==> src/rtl/gray_pkg.sv <==
// Binary/Gray conversion helpers shared by the Gray counter.
// Functions operate on a 16-bit container; only the low `width` bits are meaningful.
package gray_pkg;

  localparam int MAX_WIDTH = 16;

  function automatic logic [MAX_WIDTH-1:0] bin2gray(
    input logic [MAX_WIDTH-1:0] b,
    input int                   width
  );
    logic [MAX_WIDTH-1:0] mask;
    mask = '0;
    for (int i = 0; i < MAX_WIDTH; i++) begin
      if (i < width) mask[i] = 1'b1;
    end
    return (b ^ (b >> 1)) & mask;
  endfunction

  // Each binary bit is the XOR of all Gray bits at or above it, so scan from the MSB down.
  function automatic logic [MAX_WIDTH-1:0] gray2bin(
    input logic [MAX_WIDTH-1:0] g,
    input int                   width
  );
    logic [MAX_WIDTH-1:0] b;
    logic                 acc;
    b   = '0;
    acc = 1'b0;
    for (int i = MAX_WIDTH - 1; i >= 0; i--) begin
      if (i < width) begin
        acc  = acc ^ g[i];
        b[i] = acc;
      end
    end
    return b;
  endfunction

endpackage

==> src/rtl/gray_updown_counter.sv <==
// Up/down counter holding a binary register and a Gray register in lockstep,
// so Q comes straight from a flop and every count step flips exactly one bit.
module gray_updown_counter
  import gray_pkg::*;
#(
  parameter int WIDTH = 4,
  parameter bit WRAP  = 1'b1
) (
  input  logic             clock,
  input  logic             Reset,
  input  logic             en,
  input  logic             up,
  input  logic             load,
  input  logic [WIDTH-1:0] load_val,
  output logic [WIDTH-1:0] Q,
  output logic [WIDTH-1:0] bin,
  output logic             tc
);

  localparam logic [WIDTH-1:0] MAX_VAL = '1;
  localparam logic [WIDTH-1:0] ONE     = {{(WIDTH-1){1'b0}}, 1'b1};

  logic [WIDTH-1:0] b_q, b_d;
  logic [WIDTH-1:0] g_q, g_d;

  // Priority: load, then enabled count, otherwise hold.
  always_comb begin
    b_d = b_q;
    if (load) begin
      b_d = WIDTH'(gray2bin(MAX_WIDTH'(load_val), WIDTH));
    end else if (en) begin
      if (up) begin
        if (b_q == MAX_VAL) b_d = WRAP ? '0 : b_q;
        else                b_d = b_q + ONE;
      end else begin
        if (b_q == '0) b_d = WRAP ? MAX_VAL : b_q;
        else           b_d = b_q - ONE;
      end
    end
    g_d = WIDTH'(bin2gray(MAX_WIDTH'(b_d), WIDTH));
  end

  always_ff @(posedge clock or negedge Reset) begin
    if (!Reset) begin
      b_q <= '0;
      g_q <= '0;
    end else begin
      b_q <= b_d;
      g_q <= g_d;
    end
  end

  assign Q   = g_q;
  assign bin = b_q;
  assign tc  = up ? (b_q == MAX_VAL) : (b_q == '0);

endmodule

==> config.mk <==
export PLATFORM = sky130hd
export DESIGN_NAME = gray_updown_counter
export DESIGN_NICKNAME = d
export VERILOG_FILES = /design/src/rtl/gray_pkg.sv /design/src/rtl/gray_updown_counter.sv
export SDC_FILE = /design/constraint.sdc
export NUM_CORES = 1
export LEC_CHECK = 0
export BUFFER_PORTS_ARGS = -buffer_cell sky130_fd_sc_hd__buf_2
export CORE_AREA = 2 2 39 41
export CTS_CLUSTER_SIZE = 40
export DETAILED_ROUTE_END_ITERATION = 8
export DIE_AREA = 0 0 41 43
export PLACE_DENSITY = 0.64
export SYNTH_ARGS = -nofsm -noshare
export SYNTH_HDL_FRONTEND = slang
export SYNTH_SLANG_ARGS = --single-unit
==> constraint.sdc <==
create_clock -name clock -period 2.7 [get_ports clock]
set_input_delay 0.27 -clock clock [delete_from_list [all_inputs] [get_ports clock]]
set_output_delay 0.27 -clock clock [all_outputs]
set_load 0.05 [all_outputs]
Word-level counts from Yosys, hierarchy flattened
Index checks and enable logic that the tools add are counted.
Widths: inputs -> output; s select.
Word-level totals
  bits in registers: 8
  input port bits: 9
  output and inout bits: 9
  logic and storage cells: 19
Operators by class
  $add $sub $neg: 2
  equality and inequality tests: 1
  multiplexer cells: 9
  bitwise logic cells: 4
  reductions and logical operators: 1
Operators by type and width (count)
  $mux 4: 5
  $add 4x1->4 const B: 1
  $eq 4x4->1 const B: 1
  $logic_not 4->1: 1
  $mux 1: 4
  $sub 4x1->4 const B: 1
  $xor 4x3->4: 1
  $xor 1x1->1: 3

Longest topological paths before layout
  depth in word-level cells: 8
  gate-level depth with buffers: 7
  depth with buffers taken out: 7

Least setup slack after synthesis
Ideal clock, no wire load.
  kind: register -> output
  from: register b_q[0] (netlist: bin[0])
  to: output port tc
  arrival: 1.740 ns
  path slack: 0.690 ns
  stages on the path, launching flop included: 5
  path through: dfrtp_1 inv_1 ha_1 or4b_1 nand2_1
On the way
  cells in the longest elaborated chain, start to end: 2
  elaborated cells on any way between the ends: 3
  classes of those cells: eq/ne: 1; mux: 1; reduce/logical: 1
RTL lines
  from (decl): line gray_updown_counter.sv:23  | logic [WIDTH-1:0] b_q, b_d;
  from (signal assigned): line gray_updown_counter.sv:45  | b_q <= '0;
  from (signal assigned): line gray_updown_counter.sv:48  | b_q <= b_d;
  $eq 4x4->1 or $logic_not 4->1 (tied branches): line gray_updown_counter.sv:55  | assign tc = up ? (b_q == MAX_VAL) : (b_q == '0);
  $mux 1 (*): line gray_updown_counter.sv:55
  to (decl): line gray_updown_counter.sv:17  | output logic tc
Every way passes the cells marked *; elsewhere a longest branch is shown, timed or not.

Worst setup path in the final report
Ends and elaborated chain as after synthesis.

==> flow_summary.yaml <==
timing:
  holdWs_ns: 0.348
  setup_viol: 0
  min_period_ns: 2.04
  fin_tns_setup_ns: 0
  fmax_mhz: 489
  max_slew_margin_pct: 68.7
  hold_violations: 0
  finalWorstSetupSlack_ns: 0.656
  fin_skew_ns: 0.00291
  post-route-period-util_pct: 75.7
  tightest_slew_ns: 0.464
  slew_violations: 0
  rsz0062_at_grt: "false"
worst_setup_path:
  crit_slowest_cell: "or4b_1"
  crit_chain: "inv_1 -> ha_1 -> or4b_1 -> nand2_1 -> buf_2"
  reg2reg_slack_ns: 0.90
  cp.arrival_ns: 1.77
  critPathKind: "reg2out"
  max_stage_delay_ns: 0.46
  path_max_fanout: 6
  start_kind: "flop"
  worstPathRequired_ns: 2.43
  crit_path_end_kind: "output pin"
cells_and_area:
  area_growth_pct: 28.3
  final_nets: 80
  diodes: 0
  final_layout_size_suffix_gt1_share_pct: 33.8
  fill_cells: 142
pwr:
  switching_share_pct: 48.0
  power_density_nw_per_um2: 876
  vdd_drop_max_mv: 0.479
  intPower_mw: 0.268
  p_sw_mw: 0.248
  leakage_nw: 0.283
  combPwrFrac_pct: 51.6
  seqPwrFrac_pct: 30.3
  pwr-share-clk_pct: 18.1
placed_design:
  portBuffers: 17
  dp_slack_ns: 0.932
  gp_congestion: 0.788
  dp_hpwl_um: 708
synth:
  synth_edf_count: 0
  synth_nets: 59
  synthDistinctLibCells: 25
  synth_cells: 48
  avgSynthCellArea_um2: 9.57
  async_flop_share_pct: 100
  synth-main-ff-cell: "dfrtp_1"
  syn_area_um2: 459
  ys_seq_elements: 7
  yosys_warnings: 0
  synth_seq_area_share_pct: 38.1
clocking:
  path_clk_slew_ns: 0.05
  clk_latency_ns: 0.25
  cts-root-buf: "clkbuf_4"
  clock_path_buffers: 2
  clock-sinks: 7
  cts_resized: 0
  htree_levels: 1
  cts_made_buffers: 3
  cts_tree: "yes"
drt:
  wl_per_cell_um: 11.3
  viasPerCell: 4.68
  antenna_left: 0
  wl_um: 946
  drc: 0
  drt_first_pass_iters: 4
  drtIter0Drc: 9
  vias: 393
run:
  maxCapViolCount: 0
grt:
  grt_pass1_vias: 332
  grt_pass1_wl_mm: 1.43
  grt.total_usage_pct: 12.1
  antenna_found_initial: 0
  gr-total-overflow: 0
  grt_max_degree: 10
die:
  rows: 14
  io_pins: 18
  core_area_um2: 1380
  dieArea_um2: 1760
  fp.dieW_um: 41
  chipHeight_um: 43
  start_util_pct: 33.2
status:
  status: "finished clean"
hold_path:
  holdCritPathClass: "in2reg"
layout by cell type, fill, tap and decap left out, drive strengths merged:
| cell | count |
|---|---|
| nand3 | 1 |
| nand4 | 1 |
| a21oi | 2 |
| nor2 | 2 |
| mux2 | 1 |
| or2b | 1 |
| buf | 17 |
| nand4b | 1 |
| xnor2 | 7 |
| nor3b | 1 |
| xor2 | 2 |
| a31oi | 1 |
| mux2i | 1 |
| ha | 2 |
| clkbuf | 4 |
| dfrtp | 7 |
| dlygate4sd3 | 1 |
| o21ai | 4 |
| inv | 3 |
| a311oi | 1 |
| a211o | 1 |
| nand2 | 6 |
| or4b | 1 |
metrics by stage:
step | instances | power [mW] | utilization (%) | instance area, um^2
floorplan | 48 | 0.366 | - | 459
global placement | 79 | 0.421 | 40.0 | 553
detailed placement | 79 | 0.424 | 40.0 | 553
CTS | 84 | 0.522 | 42.6 | 589
global route | 84 | 0.550 | 42.6 | 589
finish | 84 | 0.516 | 42.6 | 589
timing repair:
action                                 4_1_cts  5_1_grt
hold buffers                                 1        0
endpoints found under the hold margin        7        0
setup buffers                                0        0
Yosys cell counts, types with 2 or more instances:
| cell | n | area (um^2) |
|---|---|---|
| dfrtp_1 | 7 | 175 |
| ha_1 | 2 | 25.0 |
| inv_1 | 3 | 11.3 |
| nand2_1 | 6 | 22.5 |
| nor2_1 | 2 | 7.51 |
| o21ai_0 | 2 | 10.0 |
| xnor2_1 | 7 | 61.3 |
| xor2_1 | 2 | 17.5 |
final cells by class:
type,count,area [um^2],share of cell area [%]
Timing Repair Buffer,18,95.1,16.1
Clock buffer,4,26.3,4.46
Tap cell,16,20.0,3.40
Multi-Input combinational cell,36,262,44.4
Inverter,3,11.3,1.91
Sequential cell,7,175,29.7
path summary, 6_finish.rpt:
check | to | cells after the start | startpoint
min in group asynchronous | bin[3] | 2 | Reset
min reg2reg | bin[2] | 3 | bin[2]
max reg2reg | Q[0] | 7 | bin[0]
min | bin[0] | 2 | load
max | tc | 5 | bin[0]
max in group asynchronous | Q[0] | 2 | Reset
state kept, by name (all words and copies together) (netlist names):
| signal | count |
|---|---|
| Q | 3 |
| bin | 4 |
critical path, delay by kind of cell (launching register included):
kind	cells	cell delay [ns]
fa+ha+maj	1	0.19
buf+inv	2	0.37
flops	1	0.43
simple gates	2	0.54
metal layers:
layer	global-route usage [%]	vias up	wire, um
li1	-	204	-
met1	17.9	178	464
met2	15.6	11	442
met3	0	0	39
met4	10.0	0	0
met5	0	-	0
power groups by stage:
stage                     Clock (mW)  Sequential [mW]  Combinational (mW)
after floorplan                    0            0.261               0.105
after global placement             0            0.158               0.263
after detailed placement           0            0.158               0.266
after CTS                     0.0979            0.156               0.268
after global routing           0.103            0.161               0.285
final                         0.0933            0.157               0.267
cell families after synthesis:
| family | after synthesis | synth area share (%) |
|---|---|---|
| buf+inv | 5 | 4.90 |
| mux | 2 | 4.63 |
| flops | 7 | 38.1 |
| simple gates | 14 | 16.4 |
| compound gates | 9 | 13.4 |
| xor+xnor | 9 | 17.2 |
| fa+ha+maj | 2 | 5.45 |
(Power assumes the default switching activity.)
